### config.mk
export PLATFORM = sky130hd
export DESIGN_NAME = alu_sequencer
export DESIGN_NICKNAME = d
export VERILOG_FILES = /design/src/rtl/alu_pkg.sv /design/src/rtl/alu4bit.sv /design/src/rtl/alu_sequencer.sv
export SDC_FILE = /design/constraint.sdc
export NUM_CORES = 1
export LEC_CHECK = 0
export BUFFER_PORTS_ARGS = -buffer_cell sky130_fd_sc_hd__buf_4
export CAP_MARGIN = 20
export CORE_ASPECT_RATIO = 0.6
export CORE_MARGIN = 4
export CORE_UTILIZATION = 56
export CTS_BUF_LIST = sky130_fd_sc_hd__clkbuf_8
export DETAILED_ROUTE_END_ITERATION = 8
export PLACE_DENSITY_LB_ADDON = 0.05
export SLEW_MARGIN = 20
export SYNTH_ARGS = -nofsm -noshare
export SYNTH_HDL_FRONTEND = slang
export SYNTH_SLANG_ARGS = --single-unit
export TNS_END_PERCENT = 100
### constraint.sdc
create_clock -name clk -period 3 [get_ports clk]
set_input_delay 0.6 -clock clk [delete_from_list [all_inputs] [get_ports clk]]
set_output_delay 0.6 -clock clk [all_outputs]
set_load 0.01 [all_outputs]
### src/rtl/alu_pkg.sv
// Shared widths, opcodes, state codes and instruction layout for the ALU sequencer.
package alu_pkg;

  localparam int unsigned DATA_W  = 4;
  localparam int unsigned REG_N   = 4;
  localparam int unsigned REG_AW  = 2;
  localparam int unsigned OP_W    = 3;
  localparam int unsigned INSTR_W = 12;

  // Instruction field positions
  localparam int unsigned OP_MSB  = 11;
  localparam int unsigned OP_LSB  = 9;
  localparam int unsigned RD_MSB  = 8;
  localparam int unsigned RD_LSB  = 7;
  localparam int unsigned RS1_MSB = 6;
  localparam int unsigned RS1_LSB = 5;
  localparam int unsigned RS2_MSB = 4;
  localparam int unsigned RS2_LSB = 3;
  localparam int unsigned IMM_MSB = 6;
  localparam int unsigned IMM_LSB = 3;

  localparam logic [OP_W-1:0] OP_AND = 3'b000;
  localparam logic [OP_W-1:0] OP_OR  = 3'b001;
  localparam logic [OP_W-1:0] OP_ADD = 3'b010;
  localparam logic [OP_W-1:0] OP_SUB = 3'b011;
  localparam logic [OP_W-1:0] OP_NOT = 3'b100;
  localparam logic [OP_W-1:0] OP_LDI = 3'b101;

  typedef logic [1:0] state_t;
  localparam state_t IDLE = 2'd0;
  localparam state_t EXEC = 2'd1;
  localparam state_t WB   = 2'd2;

  // Field layout matches the bit positions above; LDI immediate is {rs1, rs2}
  typedef struct packed {
    logic [OP_W-1:0]   op;
    logic [REG_AW-1:0] rd;
    logic [REG_AW-1:0] rs1;
    logic [REG_AW-1:0] rs2;
    logic [2:0]        rsvd;
  } instr_t;

  function automatic logic is_legal(input logic [OP_W-1:0] op);
    return (op <= OP_LDI);
  endfunction

endpackage

### src/rtl/alu4bit.sv
// Combinational 4-bit ALU for AND/OR/ADD/SUB/NOT; other opcodes yield zero.
module alu4bit
  import alu_pkg::*;
(
  input  logic [OP_W-1:0]   op,
  input  logic [DATA_W-1:0] a,
  input  logic [DATA_W-1:0] b,
  output logic [DATA_W-1:0] y_c
);

  // Operation select; arithmetic wraps modulo 16
  always_comb begin
    y_c = '0;
    case (op)
      OP_AND:  y_c = a & b;
      OP_OR:   y_c = a | b;
      OP_ADD:  y_c = DATA_W'(a + b);
      OP_SUB:  y_c = DATA_W'(a - b);
      OP_NOT:  y_c = ~a;
      default: y_c = '0;
    endcase
  end

endmodule

### src/rtl/alu_sequencer.sv
// Three-cycle (IDLE/EXEC/WB) instruction sequencer around alu4bit with a 4x4 register file.
// Optional macro ALU_SEQ_DBG_EN adds a combinational register read port (dbg_addr/dbg_data).
module alu_sequencer
  import alu_pkg::*;
(
  input  logic               clk,
  input  logic               rst_n,
  input  logic               instr_valid,
  input  logic [INSTR_W-1:0] instr,
  output logic               instr_ready,
  output logic               done,
  output logic [REG_AW-1:0]  wb_rd,
  output logic [DATA_W-1:0]  wb_data,
  output logic               zero_flag,
  output logic               err
`ifdef ALU_SEQ_DBG_EN
  ,
  input  logic [REG_AW-1:0]  dbg_addr,
  output logic [DATA_W-1:0]  dbg_data
`endif
);

  state_t            state;
  state_t            state_nxt;
  instr_t            instr_q;
  logic [DATA_W-1:0] regs [REG_N];
  logic [DATA_W-1:0] alu_y;
  logic [DATA_W-1:0] exec_res;
  logic              unused_rsvd;

  assign unused_rsvd = ^instr_q.rsvd;

  // State register
  always_ff @(posedge clk or negedge rst_n) begin
    if (!rst_n) state <= IDLE;
    else        state <= state_nxt;
  end

  // Next-state decode; ready depends on state only
  always_comb begin
    state_nxt   = state;
    instr_ready = 1'b0;
    case (state)
      IDLE: begin
        instr_ready = 1'b1;
        if (instr_valid) state_nxt = EXEC;
      end
      EXEC:    state_nxt = WB;
      WB:      state_nxt = IDLE;
      default: state_nxt = IDLE;
    endcase
  end

  // Capture the instruction on the handshake; later changes are ignored
  always_ff @(posedge clk or negedge rst_n) begin
    if (!rst_n)                          instr_q <= '0;
    else if (state == IDLE && instr_valid) instr_q <= instr_t'(instr);
  end

  alu4bit u_alu (
    .op  (instr_q.op),
    .a   (regs[instr_q.rs1]),
    .b   (regs[instr_q.rs2]),
    .y_c (alu_y)
  );

  // LDI and illegal opcodes bypass the ALU
  always_comb begin
    exec_res = alu_y;
    if (instr_q.op == OP_LDI)       exec_res = {instr_q.rs1, instr_q.rs2};
    else if (!is_legal(instr_q.op)) exec_res = '0;
  end

  // Register the EXEC result so done/err/wb_* are valid throughout WB
  always_ff @(posedge clk or negedge rst_n) begin
    if (!rst_n) begin
      done    <= 1'b0;
      err     <= 1'b0;
      wb_rd   <= '0;
      wb_data <= '0;
    end else begin
      done <= 1'b0;
      err  <= 1'b0;
      if (state == EXEC) begin
        done    <= 1'b1;
        err     <= !is_legal(instr_q.op);
        wb_rd   <= instr_q.rd;
        wb_data <= exec_res;
      end
    end
  end

  // Commit to the register file and zero flag at the end of WB (legal ops only)
  always_ff @(posedge clk or negedge rst_n) begin
    if (!rst_n) begin
      for (int unsigned i = 0; i < REG_N; i++) regs[i] <= '0;
      zero_flag <= 1'b0;
    end else if (state == WB && !err) begin
      regs[wb_rd] <= wb_data;
      zero_flag   <= (wb_data == '0);
    end
  end

`ifdef ALU_SEQ_DBG_EN
  assign dbg_data = regs[dbg_addr];
`endif

endmodule

**Word-level counts from Yosys, hierarchy flattened**

Index checks and enable logic that the tools add are counted.

- Add/sub/neg operators: 2
- Order comparisons: 5
- Eq/ne operators: 8
- Muxes and demuxes: 17
- Bitwise operators: 6
- Reductions and logical operators: 8

Operators with widths:

| kind | number |
|---|---|
| $mux 4 | 7 |
| $pmux 4 s5 | 1 |
| $bmux 4 s2 | 2 |
| $bwmux 16 | 1 |
| $ge 3x3->1 const B | 3 |
| $not 2->3 | 3 |
| $demux 4 s2 | 1 |
| $eq 3x2->1 const B | 2 |
| $eq 3x3->1 const B | 2 |
| $add 4x4->4 | 1 |
| $and 4x4->4 | 1 |
| $logic_not 4->1 | 1 |
| $not 4->4 | 1 |
| $or 4x4->4 | 1 |
| $pmux 2 s2 | 1 |
| $sub 4x4->4 | 1 |
| $eq 3x1->1 const B | 1 |
| $le 3x3->1 const B | 1 |
| $logic_and 1x1->1 | 3 |
| $logic_not 3->1 | 1 |
| $lt 3x1->1 const B | 1 |
| $mux 1 | 3 |
| $eq 2x1->1 const B | 1 |
| $eq 2x2->1 const B | 1 |
| other kinds (4) | 5 |

- Register bits: 36
- Input bits: 15
- Word-level logic and storage cells: 60

**Logic depth before layout (Yosys ltp)**

Gate-level depths: netlist of the first run.

- Depth in word-level cells: 8
- Mapped depth: 13
- Gate-level depth less buffers: 12

**Cells and area by module**

Synthesis of the first run repeated with hierarchy kept, for this count alone.

- Cells, all modules: 162
- Area, all modules: 2003.2 sq um

By module, submodules not included:

| module | times used | cells an instance | area an instance (sq um) | sequential area each (sq um) |
|---|---|---|---|---|
| alu_sequencer | 1 | 113 | 1617.8 | 900.9 |
| alu4bit | 1 | 49 | 385.4 | 0.0 |

**Worst setup path before layout of the first run**

OpenSTA, ideal clock, no wires.

- Path kind: flip-flop to flip-flop
- Start: register instr_q[3] (netlist bit)
- End: register wb_data[3]
- Arrival: 2.502 ns
- Required time: 2.876 ns
- Slack: 0.374 ns
- Cell stages (with the launch flop): 14
- Path through: dfrtp_1 buf_2 mux4_2 inv_1 ha_1 nand2_1 o21ai_1 inv_1 ha_1 a21o_1 a21oi_1 xnor3_1 xnor2_1 o21ai_1

- Cells in the longest elaborated chain, start to end: 8

Ends and longest elaborated chain:

| element | line | RTL |
|---|---|---|
| from (decl) | alu_sequencer.sv:25 | `instr_t instr_q;` |
| from (signal assigned) | alu_sequencer.sv:57 | `else if (state == IDLE && instr_valid) instr_q <= instr_t'(instr);` |
| $not 2->3 (not written as such) * | alu_sequencer.sv:63 | `.b (regs[instr_q.rs2]),` |
| $bmux 4 s2 * | alu_sequencer.sv:63 |  |
| $mux 4 (not written as such) * (2 in series) | alu_sequencer.sv:63 |  |
| $sub 4x4->4, or another cell as far along | alu4bit.sv:18 | `OP_SUB: y_c = DATA_W'(a - b);` |
| $pmux 4 s5 * | alu4bit.sv:14 | `case (op)` |
| $mux 4 * | alu_sequencer.sv:71 | `else if (!is_legal(instr_q.op)) exec_res = '0;` |
| $mux 4 * | alu_sequencer.sv:70 | `if (instr_q.op == OP_LDI) exec_res = {instr_q.rs1, instr_q.rs2};` |
| to (signal assigned) | alu_sequencer.sv:88 | `wb_data <= exec_res;` |
| to (decl) | alu_sequencer.sv:13 | `output logic [DATA_W-1:0] wb_data,` |

Every way passes the cells marked *; elsewhere a longest branch is shown, timed or not. The select of a mux whose other input is x is not followed.
A chain may end at the register's enable or synchronous reset.

**Worst setup path after layout of the first run**

Ends and elaborated chain as after synthesis.

==> metrics, run 1 <==
WP data arrival around 3000 ps; FP Rows 16; non-filler cells, final between 200 and 250; Setup crit end kind register; post-route minimum period approximately 2800 ps; Critical R2R Launch instr_q[3]; RSZ-0062 raised after global routing false; initial antenna violation count 0; clock tree buffer depth 2; antenna cells 0; total CTS buffers 5; setup_tns 0 ps; r2r endpoint wb_data[3]; most common cell after layout, fill and taps aside dfrtp_1; IO Pins 25; switching power roughly 0.00099 W; multi-input logic area 962 sq um; Final Net Count between 150 and 200; minimum hold slack approximately 260 ps; H-tree levels 2; Post-CTS Setup Bufs 0; Vias around 1,300; DRT Pass-1 Iters 5; Flop pwr share 33.4%; Reg clk slew, reported paths 80 ps; post-route antenna net violation count 0; Max Slew Vio Count 0; Via density 5.92; DRC 0; Synth cell types 32; Routed WL 4.05 mm; largest net degree at the start of global routing 37; max-cap violation count 0; Die ar. 4480 sq um; Least-Margin Pin Slew 606 ps; WL/cell 18.3 um; post-synthesis sequential area ratio between 40 and 50%; async set-or-reset flop fraction in the synthesized netlist between 90% and 100%; EDFF count, synth 0; fmax between 300 and 400 MHz; Final Skew about 6.3 ps; clk sinks 36; fraction of final layout cells sized beyond drive strength 1 roughly two fifths; Worst R2R Setup Slack between 200 and 250 ps; initial DRC count 85; clk root buf clkbuf_8; Post-DP Area between 2000 and 2500 sq um; register bit total from synthesis 36; die width between 80 and 90 um; Die Span Y approximately 53 um; starting density of the core 58.7%; Hold WC Path Type primary input to asynchronous set/reset pin; Post-CTS Hold Buffers 0; CP startpoint kind register; maximum vdd drop approximately 550 uV; internal power 0.00166 W; GRT Util Overall around 21%; status completed; critical path fanouts, max 6; Clock Power Share 15.9%; synth warn 0; switching part of the total between 30 and 40%; CORE AREA 3280 sq um; relative slew slack between 50% and 60%; clock insertion delay at the later pin of the skew report 290 ps; Leak roughly 1.0 nW; vias in the first global route 1,339; CTS tree yes; final instance area 2250 sq um; Area Growth Syn to Fin 16.9%; power per cell area 1170 nW/um^2; final hold vios 0; FF-to-FF path depth 12; Final setup violation count 0; first-pass GRT wire length just under 7 mm; syn nets roughly 170; Logic pwr share 50.7%; placed insts roughly 210; Reg area about 900 sq um; Synth Flop Type dfrtp_1; Mean Syn Cell Area 12.9 sq um; Layout fillers 255; most frequent cells in the layout dfrtp_1 (35), mux2_2 (26), buf_4 (26); HPWL after DPL around 3 mm; Post-Synthesis Cells 150; Tcrit/Tclk final 92.8%; critical path type register to register; worst path required time between 3000 and 4000 ps; Final GP Congestion around 0.77; Pwr Total 0.00265 W; PortBufs 21; total grt overflow 0; Netlist Area Pre-Place just under 2000 sq um
sequential cells by signal, indices dropped and copies added, names as in the netlist:
name	count
wb_rd	2
zero_flag	1
instr_q	9
wb_data	4
state	2
err	1
regs	16
done	1
power groups by stage:
stage	Combinational (W)	Sequential, W	Clock [W]
after detailed placement	0.00135	0.000886	0
after global placement	0.00128	0.000864	0
after floorplan	0.00102	0.000825	0
after global routing	0.00149	0.000912	0.000454
final	0.00134	0.000885	0.000422
after CTS	0.00135	0.000879	0.000428
cell families after synthesis:
logic type      after synthesis  synth area share [%]
compound gates               23                  7.85
xor+xnor                      4                  2.53
fa+ha+maj                     7                  4.93
buf+inv                      15                  3.37
flops                        36                  46.7
mux                          40                  27.8
simple gates                 25                  6.75
routing by layer:
| metal | global-route usage [%] | vias to the layer above | share of wire, % |
|---|---|---|---|
| li1 | - | 597 | - |
| met1 | 27.2 | 663 | 45 |
| met2 | 33.0 | 45 | 47 |
| met3 | 6.69 | 4 | 7.5 |
| met4 | 6.68 | 0 | 0.59 |
| met5 | 0 | - | 0 |
what timing repair did:
item | in CTS | in global routing
endpoints found under the hold margin | 0 | 0
resized for setup | 0 | 1
endpoints found under the setup margin | 0 | 2
synth_stat cells (3+ instances only):
| master | n | area share, % |
|---|---|---|
| xnor2_1 | 3 | 1.4 |
| dfrtp_1 | 36 | 47 |
| a21oi_1 | 10 | 2.6 |
| ha_1 | 6 | 3.9 |
| nor2b_1 | 3 | 0.97 |
| clkbuf_1 | 6 | 1.2 |
| mux4_2 | 8 | 9.3 |
| mux2_2 | 26 | 15 |
| nor2_1 | 8 | 1.6 |
| mux2_1 | 3 | 1.8 |
| inv_1 | 7 | 1.4 |
| o21ai_1 | 4 | 1.0 |
| nand2_1 | 6 | 1.2 |
| mux2i_1 | 3 | 1.6 |
how the worst max path moves through the flow:
stage	start	endpoint	depth (start not counted)
4_1_cts	instr_q[3]	wb_data[3]	12
2_1_floorplan	instr_q[3]	wb_data[3]	13
3_3_place_gp	instr_q[3]	wb_data[3]	12
3_5_place_dp	instr_q[3]	wb_data[3]	12
6_report	instr_q[3]	wb_data[3]	12
5_1_grt	instr_q[3]	wb_data[3]	12
final cells by class:
| class | count | share of cell area, % |
|---|---|---|
| clock buffer | 5 | 3.05 |
| clock inverter | 3 | 1.89 |
| inverter | 7 | 1.17 |
| multi-input combinational | 99 | 42.7 |
| sequential | 36 | 40.0 |
| tap | 45 | 2.50 |
| timing repair buffer | 26 | 8.66 |
stage by stage:
stage,setup WS [ps],utilization (%)
3_5_place_dp,128,65.2
6_report,215,68.6
4_1_cts,102,68.6
2_1_floorplan,374,-
5_1_grt,93.0,68.6
3_3_place_gp,193,65.2
critical path, cell delays in order (launching register included):
cell and delay [ps]:
dfrtp_2 480, mux4_2 590, inv_1 100, ha_1 230
nand2_1 60, o21ai_1 110, inv_1 70, ha_1 220
a21o_1 160, a21oi_1 160, xnor3_1 250, xnor2_1 140
o21ai_1 80
(Power assumes the default switching activity.)
==> run 2, diff against run 1 <==
CORE_ASPECT_RATIO = unset   (was 0.6)
CTS_BUF_LIST = sky130_fd_sc_hd__clkbuf_4   (was sky130_fd_sc_hd__clkbuf_8)
RECOVER_POWER = 25   (was unset)
==> run 2 against run 1 <==
The flow now finishes with violations (max-capacitance violations, max-slew violations); first-iteration DRC count shrank 1.2%; register-to-register slack better by 20 ps; die area decreased by 0.69%; worst hold slack improved by 220 ps; fmax is 0.68% higher; sequential power increased by 1%; clock skew up 2.1 ps; combinational power is 4% lower; non-clock buffer count is 2 lower.
==> metrics, run 2 (synthesis gave the netlist of run 1 again) <==
status finished with violations (was completed); failing checks max-capacitance violations, max-slew violations; Post-CTS Hold Buffers 0 (unchanged); post-route minimum period 2770 ps (was 2780 ps); GRT busiest layer met2 (unchanged); Max Slew Vio Count 37 (was 0); WP data arrival 2990 ps (was 2960 ps); Buffers & Inverters on Critical Path 2 (unchanged); DRT Pass-1 Iters 6 (was 5); Hold WC Path Type register to register (was primary input to asynchronous set/reset pin); Final Net Count 195 (was 197); Setup WS pre-CTS 149 ps (was 128 ps); total CTS buffers 5 (unchanged); max reg flops 16 (unchanged); vias in the first global route 1,342 (was 1,339); CP startpoint kind register (unchanged); antenna cells 0 (unchanged); cells along the critical path mux4_2, inv_1, ha_1, nand2_1, o21ai_1, inv_1, ha_1, a21o_1, a21oi_1, xnor3_1, xnor2_1, o21ai_1 (unchanged); die width 66.7 um (was 83.8 um); Post-CTS Resized 0 (unchanged); FP Rows 21 (was 16); Final Skew 8.41 ps (was 6.30 ps); most common cell after layout, fill and taps aside dfrtp_1 (unchanged); Vias 1,249 (was 1,309); clk sinks 36 (unchanged); worst path required time 3220 ps (was 3170 ps); clock tree buffer depth 2 (unchanged); Setup crit end kind register (unchanged); initial DRC count 84 (was 85); max-cap violation count 1 (was 0); most frequent cells in the layout dfrtp_1 (35), mux2_2 (26), buf_4 (23) (was dfrtp_1 (35), mux2_2 (26), buf_4 (26)); power per cell area 1110 nW/um^2 (was 1170 nW/um^2); max incr delay on CP 600 ps (was 590 ps); r2r endpoint wb_data[3] (unchanged); critical path fanouts, max 6 (unchanged); Critical R2R Launch instr_q[3] (unchanged); Reg clk slew, reported paths 100 ps (was 80 ps); most flop-heavy register regs (unchanged); CORE AREA 3340 sq um (was 3280 sq um); post-route antenna net violation count 0 (unchanged); Post-CTS Setup Bufs 0 (unchanged); largest net degree at the start of global routing 37 (unchanged); H-tree levels 2 (unchanged); RSZ-0062 raised after global routing false (unchanged); Least-Margin Pin Slew 1860 ps (was 606 ps); clock insertion delay at the later pin of the skew report 340 ps (was 290 ps); fraction of final layout cells sized beyond drive strength 1 38.7% (was 40.3%); total grt overflow 0 (unchanged); CTS tree yes (unchanged); critical path type register to register (unchanged); FF-to-FF path depth 12 (unchanged); fmax 362 MHz (was 359 MHz); Routed WL 3.73 mm (was 4.05 mm); slowest CP cell mux4_2 (unchanged); maximum vdd drop 575 uV (was 546 uV); final hold vios 0 (unchanged); Worst Hold End state[1]; Hold Startpoint state[1]; Die ar. 4450 sq um (was 4480 sq um); M1 GR Usage 26.9% (was 27.2%); Worst R2R Setup Slack 230 ps (was 220 ps); Leak 0.962 nW (was 0.998 nW); DRC 0 (unchanged); Die Span Y 66.7 um (was 53.5 um); initial antenna violation count 0 (unchanged); Area Growth Syn to Fin 12.8% (was 16.9%); first-pass GRT wire length 6.76 mm (was 6.81 mm); PortBufs 21 (unchanged); setup_tns 0 ps (unchanged); IO Pins 25 (unchanged); biggest regs regs: 16 flops, instr_q: 9 flops, wb_data: 4 flops (unchanged); Tcrit/Tclk final 92.2% (was 92.8%); global routing usage on met3 4.55% (was 6.69%); cell family with most CP delay multiplexers (unchanged); relative slew slack -24.1% (was 59.5%); WHS Path Cells 1; final worst slack 234 ps (was 215 ps); Final setup violation count 0 (unchanged); Final GP Congestion 0.813 (was 0.769); starting density of the core 57.8% (was 58.7%); clk root buf clkbuf_4 (was clkbuf_8); WL/cell 17.0 um (was 18.3 um); HPWL after DPL 2.76 mm (was 3.04 mm); Via density 5.70 (was 5.92); met2 usage 34.5% (was 33.0%); GRT Util Overall 20.9% (was 20.7%)
==> run 2: changes by cell type in the layout (fill, tap and decap cells not counted) <==
| cell | previous run | this run |
|---|---|---|
| bufinv_16 | 1 | 0 |
| clkinvlp_4 | 1 | 0 |
| buf_4 | 26 | 23 |
| clkbuf_4 | 0 | 6 |
| clkbuf_1 | 0 | 1 |
| clkbuf_8 | 5 | 0 |
==> run 2: area by class of cell <==
type                            count  area (sq um)
Fill cell                         284          1160
Multi-Input combinational cell     99           962
Sequential cell                    36           902
Timing Repair Buffer               24           176
Tap cell                           46          57.6
Clock buffer                        6          45.0
Inverter                            7          26.3
Clock inverter                      1          5.00
==> run 2: metrics by stage <==
step	utilization [%]	total power, W	cell area, sq um	hold slack (ps)	cells
6_report	65.2	0.00242	2170	477	219
4_1_cts	65.2	0.00244	2180	202	219
3_3_place_gp	63.7	0.00211	2130	453	212
2_1_floorplan	-	0.00185	1930	304	150
3_5_place_dp	63.7	0.00219	2130	469	212
5_1_grt	65.2	0.00266	2170	469	219
==> run 2: worst reg2reg max path, delay by kind of cell, from the launching register on <==
kind                     cells  cell delay [ps]
AO/OA/AOI/OAI                4              490
AND/OR/NAND/NOR              1               60
multiplexers                 1              600
buffers and inverters        2              200
XOR/XNOR                     2              380
flip-flops                   1              470
adder cells (fa/ha/maj)      2              450
==> run 2: worst max path at each step <==
stage	from	to	slack, ps	cells after the start
4_1_cts	instr_q[3]	wb_data[3]	120	12
3_3_place_gp	instr_q[3]	wb_data[3]	190	12
5_1_grt	instr_q[3]	wb_data[3]	30	12
3_5_place_dp	instr_q[3]	wb_data[3]	150	12
6_report	instr_q[3]	wb_data[3]	230	12
2_1_floorplan	instr_q[3]	wb_data[3]	370	13
==> run 2: per-layer routing <==
metal,share of wire [%],routed length [um],up-vias
met5,0,0,-
met4,2.0,74,0
met3,5.5,204,8
met2,50,1850,35
met1,43,1600,615
li1,-,-,591
==> run 2: power breakdown <==
group          internal, W  switching [W]
clock            0.0000953       0.000150
combinational     0.000723       0.000555
sequential        0.000672       0.000223
